**src/rtl/alu_issue_ctrl.sv**
```systemverilog
// Issue/retire controller for the ALU_barrelShifter datapath: latches one
// instruction, checks its ARM condition against NZCV, and retires F/NZCV.
module alu_issue_ctrl #(
    parameter logic [3:0] RESET_NZCV = 4'b0000,
    parameter int         CNT_W      = 16
) (
    input  logic             clk,
    input  logic             rst,
    input  logic             in_valid,
    output logic             in_ready,
    input  logic [3:0]       in_cond,
    input  logic [3:0]       in_alu_op,
    input  logic             in_s,
    input  logic [3:0]       in_shft_op,
    input  logic [31:0]      in_a,
    input  logic [31:0]      in_shift_data,
    input  logic [31:0]      in_shift_num,
    input  logic [3:0]       in_rd,
    output logic [31:0]      A,
    output logic [31:0]      Shift_Data,
    output logic [31:0]      Shift_Num,
    output logic [3:0]       SHFT_OP,
    output logic [3:0]       ALU_OP,
    output logic             CF,
    output logic             VF,
    input  logic [31:0]      F,
    input  logic [3:0]       NZCV,
    output logic             wb_valid,
    output logic             wb_we,
    output logic [3:0]       wb_addr,
    output logic [31:0]      wb_data,
    output logic [3:0]       nzcv_q,
    output logic [CNT_W-1:0] exec_cnt,
    output logic [CNT_W-1:0] skip_cnt
);

    typedef enum logic [1:0] {
        ST_IDLE = 2'd0,
        ST_EXEC = 2'd1,
        ST_WB   = 2'd2
    } state_t;

    localparam logic [CNT_W-1:0] CNT_MAX = {CNT_W{1'b1}};
    localparam logic [CNT_W-1:0] CNT_ONE = {{(CNT_W-1){1'b0}}, 1'b1};

    // ARM condition evaluation against flags {N,Z,C,V}; 1111 never passes.
    function automatic logic cond_eval(input logic [3:0] cond, input logic [3:0] f);
        logic n, z, c, v;
        logic r;
        n = f[3];
        z = f[2];
        c = f[1];
        v = f[0];
        case (cond)
            4'b0000: r = z;
            4'b0001: r = ~z;
            4'b0010: r = c;
            4'b0011: r = ~c;
            4'b0100: r = n;
            4'b0101: r = ~n;
            4'b0110: r = v;
            4'b0111: r = ~v;
            4'b1000: r = c & ~z;
            4'b1001: r = ~c | z;
            4'b1010: r = (n == v);
            4'b1011: r = (n != v);
            4'b1100: r = ~z & (n == v);
            4'b1101: r = z | (n != v);
            4'b1110: r = 1'b1;
            default: r = 1'b0;
        endcase
        return r;
    endfunction

    // TST/TEQ/CMP/CMN: flags only, never a register write.
    function automatic logic is_compare(input logic [3:0] op);
        return (op[3:2] == 2'b10);
    endfunction

    state_t state_r, next_state_s;

    logic [3:0]       cond_r, alu_op_r, shft_op_r, rd_r;
    logic             s_r;
    logic [31:0]      a_r, shift_data_r, shift_num_r;
    logic             in_ready_r, wb_valid_r, wb_we_r;
    logic [3:0]       wb_addr_r, nzcv_r;
    logic [31:0]      wb_data_r;
    logic [CNT_W-1:0] exec_cnt_r, skip_cnt_r;

    logic             accept_s, cond_pass_s, retire_s;
    logic             in_ready_s, wb_valid_s;

    assign accept_s    = (state_r == ST_IDLE) & in_valid;
    assign retire_s    = (state_r == ST_EXEC);
    assign cond_pass_s = cond_eval(cond_r, nzcv_r);

    // FSM state register.
    always_ff @(posedge clk) begin
        if (rst) begin
            state_r <= ST_IDLE;
        end else begin
            state_r <= next_state_s;
        end
    end

    // FSM next-state logic.
    always_comb begin
        next_state_s = state_r;
        case (state_r)
            ST_IDLE: begin
                if (in_valid) begin
                    next_state_s = ST_EXEC;
                end else begin
                    next_state_s = ST_IDLE;
                end
            end
            ST_EXEC: next_state_s = ST_WB;
            ST_WB:   next_state_s = ST_IDLE;
            default: next_state_s = ST_IDLE;
        endcase
    end

    // Handshake outputs are decoded from the next state so they can be registered.
    always_comb begin
        in_ready_s = 1'b0;
        wb_valid_s = 1'b0;
        case (next_state_s)
            ST_IDLE: in_ready_s = 1'b1;
            ST_WB:   wb_valid_s = 1'b1;
            default: begin
                in_ready_s = 1'b0;
                wb_valid_s = 1'b0;
            end
        endcase
    end

    // Registered handshake outputs.
    always_ff @(posedge clk) begin
        if (rst) begin
            in_ready_r <= 1'b1;
            wb_valid_r <= 1'b0;
        end else begin
            in_ready_r <= in_ready_s;
            wb_valid_r <= wb_valid_s;
        end
    end

    // Operand latch; values persist while idle so the datapath stays stable.
    always_ff @(posedge clk) begin
        if (rst) begin
            cond_r       <= 4'd0;
            alu_op_r     <= 4'd0;
            shft_op_r    <= 4'd0;
            rd_r         <= 4'd0;
            s_r          <= 1'b0;
            a_r          <= 32'd0;
            shift_data_r <= 32'd0;
            shift_num_r  <= 32'd0;
        end else if (accept_s) begin
            cond_r       <= in_cond;
            alu_op_r     <= in_alu_op;
            shft_op_r    <= in_shft_op;
            rd_r         <= in_rd;
            s_r          <= in_s;
            a_r          <= in_a;
            shift_data_r <= in_shift_data;
            shift_num_r  <= in_shift_num;
        end
    end

    // Retire: capture result, qualify write-back, update flags and counters.
    always_ff @(posedge clk) begin
        if (rst) begin
            wb_we_r    <= 1'b0;
            wb_addr_r  <= 4'd0;
            wb_data_r  <= 32'd0;
            nzcv_r     <= RESET_NZCV;
            exec_cnt_r <= {CNT_W{1'b0}};
            skip_cnt_r <= {CNT_W{1'b0}};
        end else if (retire_s) begin
            wb_data_r <= F;
            wb_addr_r <= rd_r;
            wb_we_r   <= cond_pass_s & ~is_compare(alu_op_r);
            if (cond_pass_s & (s_r | is_compare(alu_op_r))) begin
                nzcv_r <= NZCV;
            end
            if (cond_pass_s) begin
                if (exec_cnt_r != CNT_MAX) begin
                    exec_cnt_r <= exec_cnt_r + CNT_ONE;
                end
            end else begin
                if (skip_cnt_r != CNT_MAX) begin
                    skip_cnt_r <= skip_cnt_r + CNT_ONE;
                end
            end
        end
    end

    assign in_ready   = in_ready_r;
    assign wb_valid   = wb_valid_r;
    assign wb_we      = wb_we_r;
    assign wb_addr    = wb_addr_r;
    assign wb_data    = wb_data_r;
    assign nzcv_q     = nzcv_r;
    assign exec_cnt   = exec_cnt_r;
    assign skip_cnt   = skip_cnt_r;
    assign A          = a_r;
    assign Shift_Data = shift_data_r;
    assign Shift_Num  = shift_num_r;
    assign SHFT_OP    = shft_op_r;
    assign ALU_OP     = alu_op_r;
    assign CF         = nzcv_r[1];
    assign VF         = nzcv_r[0];

endmodule

```
**config.mk**
```make
export PLATFORM = sky130hd
export DESIGN_NAME = alu_issue_ctrl
export DESIGN_NICKNAME = d
export VERILOG_FILES = /design/src/rtl/alu_issue_ctrl.sv
export SDC_FILE = /design/constraint.sdc
export NUM_CORES = 1
export LEC_CHECK = 0
export CORE_ASPECT_RATIO = 1.75
export CORE_MARGIN = 2
export CORE_UTILIZATION = 45
export DETAILED_ROUTE_END_ITERATION = 16
export PLACE_DENSITY = 0.86
export SETUP_SLACK_MARGIN = 0.4
export SYNTH_ARGS = -nofsm -noshare
export SYNTH_HDL_FRONTEND = slang
export SYNTH_SLANG_ARGS = --single-unit
```
**constraint.sdc**
```tcl
create_clock -name clk -period 4.1 [get_ports clk]
set_clock_uncertainty 0.1 [all_clocks]
set_input_delay 0.41 -clock clk [delete_from_list [all_inputs] [get_ports clk]]
set_output_delay 0.41 -clock clk [all_outputs]
set_load 0.03 [all_outputs]
```
==> results.md <==
* Top cells by count, synth: nand2_1 (310), dfxtp_1 (189), a21oi_1 (168), clkbuf_1 (46), nor2_1 (28)
* # rows at 61
* Core Region at 15,900 um2
* Static Leak at 0.00399 uW
* Die height at 173 um
* FF/Latch Area at 3780 um2
* Layout area overhead at 53.6%
* #FFs+latches synth at 189
* Wire per inst at 16.3 um
* Layout cells sized above 1 at 5.23%
* Antenna violations before repair at 0
* Fill cells at 1,226
* TNS Setup at 0 ns
* Synth Instances at 898
* Design area at 11,200 um2
* Worst-path clk slew at 0.07 ns
* Cts bufs inserted at 17
* Minimum clock period at 3.00 ns
* Number of synthesized flops with an enable pin at 0
* Share of the synthesized area in the top cell type at 51.8%
* Worst Tran Pin Value at 1.16 ns
* Starting DRC count in detailed routing at 257
* Crit path DAT at 3.24 ns
* Ranking of synthesized cells by area: dfxtp_1 (52%), nand2_1 (16%), a21oi_1 (12%)
* Post-route ant nets at 0
* Via count at 7,332
* Port bufs at 332
* Worst IR drop on VDD at 0.270 mV
* Sequential-to-total area share from yosys stat at 51.8%
* Starting density of the core at 46.0%
* HPWL Detailed at 16,000 um
* Area leader, netlist: dfxtp_1
* Clock Latency Late Sink at 0.42 ns
* First-pass GRT wire length at 35,900 um
* # diodes at 0
* RSZ-0062 raised after global routing: no
* Post-synth top flop: dfxtp_1
* Post-synth ARST share at 0%
* Die W at 100 um
* Final WL at 22,700 um
* Critical path required time at 4.34 ns
* Die area at 17,300 um2
* Critical path fanouts, max at 18
* Hold-fix buffers, CTS at 0
* Number of global-route vias before repair at 7,131
* Count leader, synth: nand2_1
* Netlist Area Pre-Place at 7300 um2
* Htree depth at 4
* CTS Sinks at 189
* Syn_area_per_cell at 8.13 um2
* Max Clk Rate at 334 MHz
* TritonRoute pass-1 iters at 5
* Max_slew headroom at 22.2%
* Status: complete, no violations
* # Max-Cap Violations at 0
* GR Util All Layers at 26.1%
* Largest net degree at the start of global routing at 107
* Nets@finish at 1,345
* Gr ovfl total at 0
* CTS tree: built
* DP Area at 10,700 um2
* HP Class: reg2reg
* Placer Congestion at 0.853
* Critical path class: reg2reg
* Netlist cell types at 56
* PwrDens at 381 nW/um2
* Worst setup SP type: flop
* Fin crit share at 73.1%
* CTS Buffer Depth at 2
* Footprint of the multi-input gates at 3230 um2
* Post-Syn Nets at 1,052
* Cells resized by post-CTS repair at 0
* Root Buffer: clkbuf_16
* Ys Warns at 0
* Top Ports at 333
* CP endpoint kind: flop
* Post-CTS Setup Repair Bufs at 0
* Final Hold Vio Count at 0
* Endpoints failing setup at 0
* Routed vias/inst at 5.26
* DR DRC count at 0
* Slew Viols, Final at 0
==> critical path, cell delays in order (launching register included) <==
cell	delay (ns)
dfxtp_1	0.49
nor2_1	0.09
a31o_2	0.27
o31ai_2	0.92
nand3_4	0.37
or4_1	0.52
a21oi_1	0.16
==> layout by cell type (no fill, tap or decap), drive strengths merged, types with 2 or more instances in the layout <==
| cell | Yosys | routed |
|---|---|---|
| and2 | 2 | 2 |
| clkbuf | 47 | 20 |
| a31oi | 2 | 2 |
| inv | 5 | 8 |
| nand2b | 3 | 3 |
| nand3b | 3 | 3 |
| ha | 2 | 2 |
| o21ai | 6 | 6 |
| nor2 | 28 | 28 |
| o31ai | 11 | 11 |
| dfxtp | 189 | 189 |
| buf | 18 | 8 |
| nand4 | 10 | 10 |
| clkinvlp | 0 | 2 |
| a31o | 4 | 4 |
| a211oi | 5 | 5 |
| nand3 | 14 | 14 |
| mux2 | 4 | 4 |
| clkinv | 0 | 7 |
| or4 | 11 | 11 |
| o31a | 2 | 2 |
| nor2b | 5 | 5 |
| or3 | 4 | 4 |
| xor2 | 3 | 3 |
| mux2i | 9 | 9 |
| xnor2 | 5 | 5 |
| and3 | 6 | 6 |
| and4 | 5 | 5 |
| nand2 | 310 | 310 |
| a21oi | 169 | 169 |
| a2111oi | 3 | 3 |
| clkdlybuf4s50 | 0 | 331 |
==> layout make-up <==
type	count	share of cell area [%]
Sequential cell	189	33.7
Timing Repair Buffer	339	30.2
Multi-Input combinational cell	639	28.8
Clock buffer	20	4.16
Tap cell	189	2.11
Clock inverter	12	0.781
Inverter	5	0.167
==> routing by layer <==
layer	track usage, %	share of wire, %	routed length (um)	vias to the layer above
met5	0	0	0	-
met4	12.5	4.0	903	0
met3	8.17	6.6	1510	56
met2	46.3	54	12200	251
met1	27.2	36	8100	3432
li1	-	-	-	3593
==> stage by stage <==
step | utilization, % | instances | setup WS [ns] | power (uW) | hold WS [ns]
after floorplan | - | 898 | 1.82 | 2390 | 0.332
after global placement | 67.2 | 1361 | 1.27 | 2750 | 0.336
after detailed placement | 67.2 | 1361 | 1.19 | 2760 | 0.344
after CTS | 70.7 | 1393 | 1.11 | 4310 | 0.355
after global routing | 70.7 | 1393 | 0.880 | 4440 | 0.372
final | 70.7 | 1393 | 1.10 | 4270 | 0.352
==> cells by family (layout without fill, tap and decap cells) <==
group | count (synthesis) | count (layout) | synth area share (%)
xor gates and xnor gates | 8 | 8 | 1.06
muxes | 13 | 13 | 1.90
DFF | 189 | 189 | 51.8
and+or+nand+nor | 406 | 406 | 23.7
AOI/OAI and AO/OA | 210 | 210 | 17.1
adders and majority gates | 2 | 2 | 0.343
buffers and inverters | 70 | 376 | 4.08
==> worst paths after layout <==
kind	startpoint	end	slack, ns	cells after the start
worst min register to register	Shift_Num[4]$_SDFFE_PP0P_	Shift_Num[4]$_SDFFE_PP0P_	0.35	2
worst max register to register	cond_r[3]$_SDFFE_PP0P_	skip_cnt[8]$_SDFFE_PP0P_	1.10	6
worst min-delay path	Shift_Num[4]$_SDFFE_PP0P_	Shift_Num[4]$_SDFFE_PP0P_	0.35	2
worst max-delay path	cond_r[3]$_SDFFE_PP0P_	skip_cnt[8]$_SDFFE_PP0P_	1.10	6
==> power by group <==
group	internal (uW)	switching, uW	total [uW]	leakage (uW)
combinational	333	410	743	0.00218
clock	830	726	1560	0.000273
sequential	1920	51.2	1980	0.00154
==> flip-flops by register name, indices dropped and copies added (netlist names) <==
register    count
wb_addr         4
ALU_OP          4
Shift_Num      32
skip_cnt       16
Shift_Data     32
nzcv_q          4
A              32
cond_r          4
s_r             1
exec_cnt       16
wb_we           1
state_r         2
SHFT_OP         4
wb_data        32
rd_r            4
in_ready        1
(Power assumes the default switching activity.)
